<file path="src/rtl/seg_code_rx.sv">
// -----------------------------------------------------------------------------
// seg_code_rx
// Receive side of the 7-segment display link. Two active-low digit buses are
// synchronised, debounced by a stability filter and decoded back into an
// 8-bit code {digit1, digit0} with a one-cycle change strobe.
//
// Parameters
//   SYNC_STAGES    input synchroniser depth (>= 2)
//   STABLE_CYCLES  cycles a synced pattern must hold before acceptance (>= 1)
//
// Ports
//   clk         in   system clock
//   rst_n       in   asynchronous active-low reset
//   hex_n0      in   [6:0] low digit segments, active-low, bit6=g .. bit0=a
//   hex_n1      in   [6:0] high digit segments, same encoding
//   code        out  [7:0] last valid decoded value {digit1, digit0}
//   code_valid  out  one-cycle pulse when code takes a new value
//   err         out  level: last accepted pattern held an illegal digit
//   upd_cnt     out  [7:0] count of code_valid pulses, wraps 255 -> 0
//                    (present only when SEG_RX_CNT_EN is defined)
//
// Optional feature macro: SEG_RX_CNT_EN
// -----------------------------------------------------------------------------
module seg_code_rx #(
    parameter int SYNC_STAGES   = 2,
    parameter int STABLE_CYCLES = 4
) (
    input  logic       clk,
    input  logic       rst_n,
    input  logic [6:0] hex_n0,
    input  logic [6:0] hex_n1,
    output logic [7:0] code,
    output logic       code_valid,
    output logic       err
`ifdef SEG_RX_CNT_EN
    ,
    output logic [7:0] upd_cnt
`endif
);

    localparam int                CNT_W    = $clog2(STABLE_CYCLES + 1);
    localparam logic [13:0]       BLANK    = 14'h3FFF;
    localparam logic [CNT_W-1:0]  CNT_MAX  = CNT_W'(STABLE_CYCLES);
    localparam logic [CNT_W-1:0]  CNT_LAST = CNT_W'(STABLE_CYCLES - 1);
    localparam logic [CNT_W-1:0]  CNT_ONE  = CNT_W'(1);

    // Segment pattern to {legal, nibble}; anything outside the glyph set
    // (blank included) is reported as illegal.
    function automatic logic [4:0] seg_decode(input logic [6:0] pat);
        logic [4:0] res;
        case (pat)
            7'h40:   res = 5'h10;
            7'h79:   res = 5'h11;
            7'h24:   res = 5'h12;
            7'h30:   res = 5'h13;
            7'h19:   res = 5'h14;
            7'h12:   res = 5'h15;
            7'h02:   res = 5'h16;
            7'h78:   res = 5'h17;
            7'h00:   res = 5'h18;
            7'h10:   res = 5'h19;
            7'h08:   res = 5'h1A;
            7'h03:   res = 5'h1B;
            7'h46:   res = 5'h1C;
            7'h21:   res = 5'h1D;
            7'h06:   res = 5'h1E;
            7'h0E:   res = 5'h1F;
            default: res = 5'h00;
        endcase
        return res;
    endfunction

    logic [13:0]      sync_q [SYNC_STAGES];
    logic [13:0]      sync_s;
    logic [13:0]      prev_q, prev_d;
    logic [CNT_W-1:0] cnt_q, cnt_d;
    logic             accept_s;
    logic [4:0]       dig0_s, dig1_s;
    logic             legal_s;
    logic [7:0]       dec_s;
    logic [7:0]       code_q, code_d;
    logic             valid_q, valid_d;
    logic             err_q, err_d;
    logic             seen_q, seen_d;

    // Input synchroniser chain; resets to an all-blank display.
    always_ff @(posedge clk or negedge rst_n) begin
        if (!rst_n) begin
            for (int i = 0; i < SYNC_STAGES; i++) begin
                sync_q[i] <= BLANK;
            end
        end else begin
            sync_q[0] <= {hex_n1, hex_n0};
            for (int i = 1; i < SYNC_STAGES; i++) begin
                sync_q[i] <= sync_q[i-1];
            end
        end
    end

    assign sync_s = sync_q[SYNC_STAGES-1];

    // Stability filter next state: any change restarts the count, which then
    // saturates so an unchanging pattern is accepted only once.
    always_comb begin
        prev_d = prev_q;
        cnt_d  = cnt_q;
        if (sync_s != prev_q) begin
            prev_d = sync_s;
            cnt_d  = '0;
        end else if (cnt_q < CNT_MAX) begin
            cnt_d = cnt_q + CNT_ONE;
        end else begin
            cnt_d = cnt_q;
        end
    end

    assign accept_s = (sync_s == prev_q) && (cnt_q == CNT_LAST);

    assign dig0_s  = seg_decode(sync_s[6:0]);
    assign dig1_s  = seg_decode(sync_s[13:7]);
    assign legal_s = dig0_s[4] & dig1_s[4];
    assign dec_s   = {dig1_s[3:0], dig0_s[3:0]};

    // Output next state. seen_q forces a pulse on the first legal accept after
    // reset even when the decoded value equals the reset value of code.
    always_comb begin
        code_d  = code_q;
        valid_d = 1'b0;
        err_d   = err_q;
        seen_d  = seen_q;
        if (accept_s) begin
            if (legal_s) begin
                err_d  = 1'b0;
                seen_d = 1'b1;
                if ((dec_s != code_q) || !seen_q) begin
                    code_d  = dec_s;
                    valid_d = 1'b1;
                end else begin
                    code_d  = code_q;
                    valid_d = 1'b0;
                end
            end else begin
                err_d = 1'b1;
            end
        end else begin
            err_d = err_q;
        end
    end

    // Filter and output state registers.
    always_ff @(posedge clk or negedge rst_n) begin
        if (!rst_n) begin
            prev_q  <= BLANK;
            cnt_q   <= '0;
            code_q  <= 8'h00;
            valid_q <= 1'b0;
            err_q   <= 1'b0;
            seen_q  <= 1'b0;
        end else begin
            prev_q  <= prev_d;
            cnt_q   <= cnt_d;
            code_q  <= code_d;
            valid_q <= valid_d;
            err_q   <= err_d;
            seen_q  <= seen_d;
        end
    end

    assign code       = code_q;
    assign code_valid = valid_q;
    assign err        = err_q;

`ifdef SEG_RX_CNT_EN
    logic [7:0] upd_q, upd_d;

    // Update counter advances together with the code_valid pulse it counts.
    always_comb begin
        if (valid_d) begin
            upd_d = upd_q + 8'd1;
        end else begin
            upd_d = upd_q;
        end
    end

    // Update counter register.
    always_ff @(posedge clk or negedge rst_n) begin
        if (!rst_n) begin
            upd_q <= 8'd0;
        end else begin
            upd_q <= upd_d;
        end
    end

    assign upd_cnt = upd_q;
`endif

endmodule

</file>
<file path="config.mk">
export PLATFORM = sky130hd
export DESIGN_NAME = seg_code_rx
export DESIGN_NICKNAME = d
export VERILOG_FILES = /design/src/rtl/seg_code_rx.sv
export SDC_FILE = /design/constraint.sdc
export NUM_CORES = 1
export LEC_CHECK = 0
export ABC_AREA = 1
export CAP_MARGIN = 40
export CORE_ASPECT_RATIO = 2
export CORE_MARGIN = 1.5
export CORE_UTILIZATION = 30
export DETAILED_ROUTE_END_ITERATION = 12
export PLACE_DENSITY_LB_ADDON = 0.08
export RECOVER_POWER = 50
export SLEW_MARGIN = 20
export SYNTH_ARGS = -nofsm -noshare
export SYNTH_HDL_FRONTEND = slang
export SYNTH_SLANG_ARGS = --single-unit
</file>
<file path="constraint.sdc">
create_clock -name clk -period 2.5 [get_ports clk]
set_input_delay 0.375 -clock clk [delete_from_list [all_inputs] [get_ports clk]]
set_output_delay 0.375 -clock clk [all_outputs]
set_load 0.05 [all_outputs]
</file>
==> results.md <==
- Status: complete, but fails checks
- Failing checks: max-capacitance violations, max-slew violations
- Pwr dens: 592 nW/µm²
- Max-cap viol count: 1
- # setup viols final: 0
- Hold_sp: sync_q[23]$_DFF_PN1_
- Peak supply drop: 0.418 mV
- Clk sink count: 56
- Post-CTS Hold Fix Bufs: 0
- Worst path top cell family by delay: simple AND/OR/NAND/NOR gates
- Sequential share of the synthesized area: 50.3%
- DR vias/cell: 4.54
- CP Class: flop to flop
- Nature of the critical path endpoint: flop
- Final Max Slew Viols: 36
- Final Wtd Congestion: 0.853
- Antenna cells: 0
- Biggest area consumer among synthesized cells: dfstp_2
- Synth Cell Area: 2890 µm²
- Wire per inst: 12.7 µm
- Cells after Synth: 367
- Clock Skew: 0.00818 ns
- DIE AREA: 10300 µm²
- Root Buffer: clkbuf_16
- Setup crit start kind: flop
- Vias in the first global route: 2247
- Critical Path, Cell by Cell: nor2_1, nand2_1, nand2_1, a21oi_1, nand2_1, nand2_1, nand2_1, inv_1, nand2_1, nor2_1, nand3_1, nand3_1, nand2_1
- RSZ-0062 raised after global routing: false
- Number of synthesized flops with an enable pin: 0
- Crit-path most repeated cell: nand2_1
- Fmax: 454 MHz
- Crit Path Max Fanout: 7
- CTS buffer count: 5
- Largest cells by area after synthesis: dfstp_2 (38%), nand2_1 (15%), dfrtp_1 (12%)
- Layout cells sized above 1: 23.8%
- First-pass GRT wire length: 10500 µm
- Clk_lat worst skew: 0.29 ns
- Resize count post-CTS: 0
- Grt ovf: 0
- Syn Area/Cell: 7.88 µm²
- CTS tree: built
- TNS Setup: 0 ns
- Drt total wl: 6230 µm
- GRT Total Usage: 13.5%
- Finished Layout Cells: 491
- Final hold vios: 0
- Worst slew margin: -21.8%
- Post-synth ARST share: 100%
- Slowest CP cell: dfstp_2
- Warnings, synthesis: 0
- CP Launch Point: sync_s[3]$_DFF_PN1_
- Worst-path clk slew: 0.07 ns
- Initial antenna violation count: 0
- Synth Net Count: 385
- Clock Path Buffers: 2
- Number of H-tree levels: 2
- Final Critical Period: 2.20 ns
- DR vias: 2229
- Min-delay worst type: flop to flop
- Synth Register Bits: 56
- Reported leakage power: 1.70 nW
- Number of DRC markers in iteration 0: 116
- Layout area overhead: 17.3%
- # DRC: 0
- Cells after DPL: 482
- DP HPWL: 4900 µm
- Largest stage delay on the critical path: 0.61 ns
- Post-route clock period utilization: 88.0%
- Worst slew pin tran: 1.83 ns
- Port bufs: 25
- Post-DRT Antenna Nets: 0
- CP required: 2.69 ns
- Reg2reg start: sync_s[3]$_DFF_PN1_
- Die X: 72.4 µm
- Distinct cells, synth: 27
- Initial DRT Pass Iterations: 4
- Post-CTS Setup Bufs: 0
- Buf/Inv on CP: 1
- Nets: 404
- Critical Path AT: 2.39 ns
- Core area: 9380 µm²
- Top-area cell type share of the netlist area: 38.1%
- Main synth FF type: dfstp_2
- Pin count of the biggest net entering global routing: 37
- Top Ports: 26
- Initial Util: 30.8%
- Cell Rows: 50
- Die Height: 142 µm
## power by group
| group | switching [mW] | total, mW | internal, mW |
|---|---|---|---|
| Clock | 0.322 | 0.856 | 0.535 |
| Sequential | 0.0301 | 0.999 | 0.969 |
| Combinational | 0.0949 | 0.153 | 0.0578 |
## cell type report
type	instances	area [µm²]
Inverter	43	161
Sequential cell	56	1450
Clock inverter	1	30.0
Timing Repair Buffer	28	255
Multi-Input combinational cell	252	1210
Clock buffer	7	154
Tap cell	104	130
Fill cell	1006	5990
## metal layers
| metal | global-route usage [%] | part of all wire [%] | wire length (µm) |
|---|---|---|---|
| met5 | 0 | 0 | 0 |
| met4 | 8.24 | 4.1 | 256 |
| met3 | 2.49 | 2.5 | 155 |
| met2 | 25.3 | 56 | 3520 |
| met1 | 13.0 | 37 | 2310 |
## kinds of logic (layout without fill, tap and decap cells)
group | after synthesis | in the layout | synth area share [%]
buf+inv | 59 | 79 | 7.96
fa+ha+maj | 2 | 2 | 0.865
xor+xnor | 7 | 7 | 2.12
flops | 56 | 56 | 50.3
compound gates | 10 | 10 | 2.21
mux | 2 | 2 | 0.692
simple gates | 231 | 231 | 35.9
## flip-flops by register name (all words and copies together) (netlist names)
| register | cells |
|---|---|
| cnt_q | 3 |
| code | 8 |
| code_valid | 1 |
| err | 1 |
| prev_q | 14 |
| seen_q | 1 |
| sync_q | 14 |
| sync_s | 14 |
## cells in the mapped netlist (all sizes together) (3+ instances only)
cell type  number
inv            43
xor2            5
a21oi           6
clkbuf         11
nand2         130
dfrtp          14
nand3          31
dfstp          42
nand4           3
nor2           60
o21ai           3
buf             5
nor3            5
## worst paths after layout
path / to / slack [ns] / cells after the start
max in group asynchronous: cnt_q[1]$_DFFE_PN0P_ / 0.75 / 2
worst min register to register: sync_s[9]$_DFF_PN1_ / 0.35 / 0
worst max register to register: code[7]$_DFFE_PN0P_ / 0.30 / 13
min in group asynchronous: code[1]$_DFFE_PN0P_ / 0.36 / 2
worst min-delay path: sync_s[9]$_DFF_PN1_ / 0.35 / 0
worst max-delay path: code[7]$_DFFE_PN0P_ / 0.30 / 13
## layout by cell type (no fill, tap or decap), drive strengths merged
master,n
bufinv,1
o21ai,3
clkdlybuf4s50,24
or2,2
xnor2,2
dfrtp,14
a21oi,6
nor2,60
o21bai,1
dfstp,42
ha,2
xor2,5
nand3,31
nor3,5
mux2i,2
inv,43
nand2,130
clkbuf,11
nand4,3
## through the flow
step | util, % | worst slack, ns | total power, mW | hold slack, ns | cell area (µm²)
4_1_cts | 36.3 | 0.283 | 2.07 | 0.202 | 3410
6_report | 36.2 | 0.299 | 2.01 | 0.347 | 3390
3_3_place_gp | 34.4 | 0.320 | 1.17 | 0.345 | 3230
3_5_place_dp | 34.4 | 0.299 | 1.17 | 0.347 | 3230
5_1_grt | 36.2 | 0.0982 | 2.11 | 0.354 | 3390
2_1_floorplan | - | 0.625 | 1.10 | 0.0794 | 2890
No activity file was read; power rests on OpenSTA's default activity.
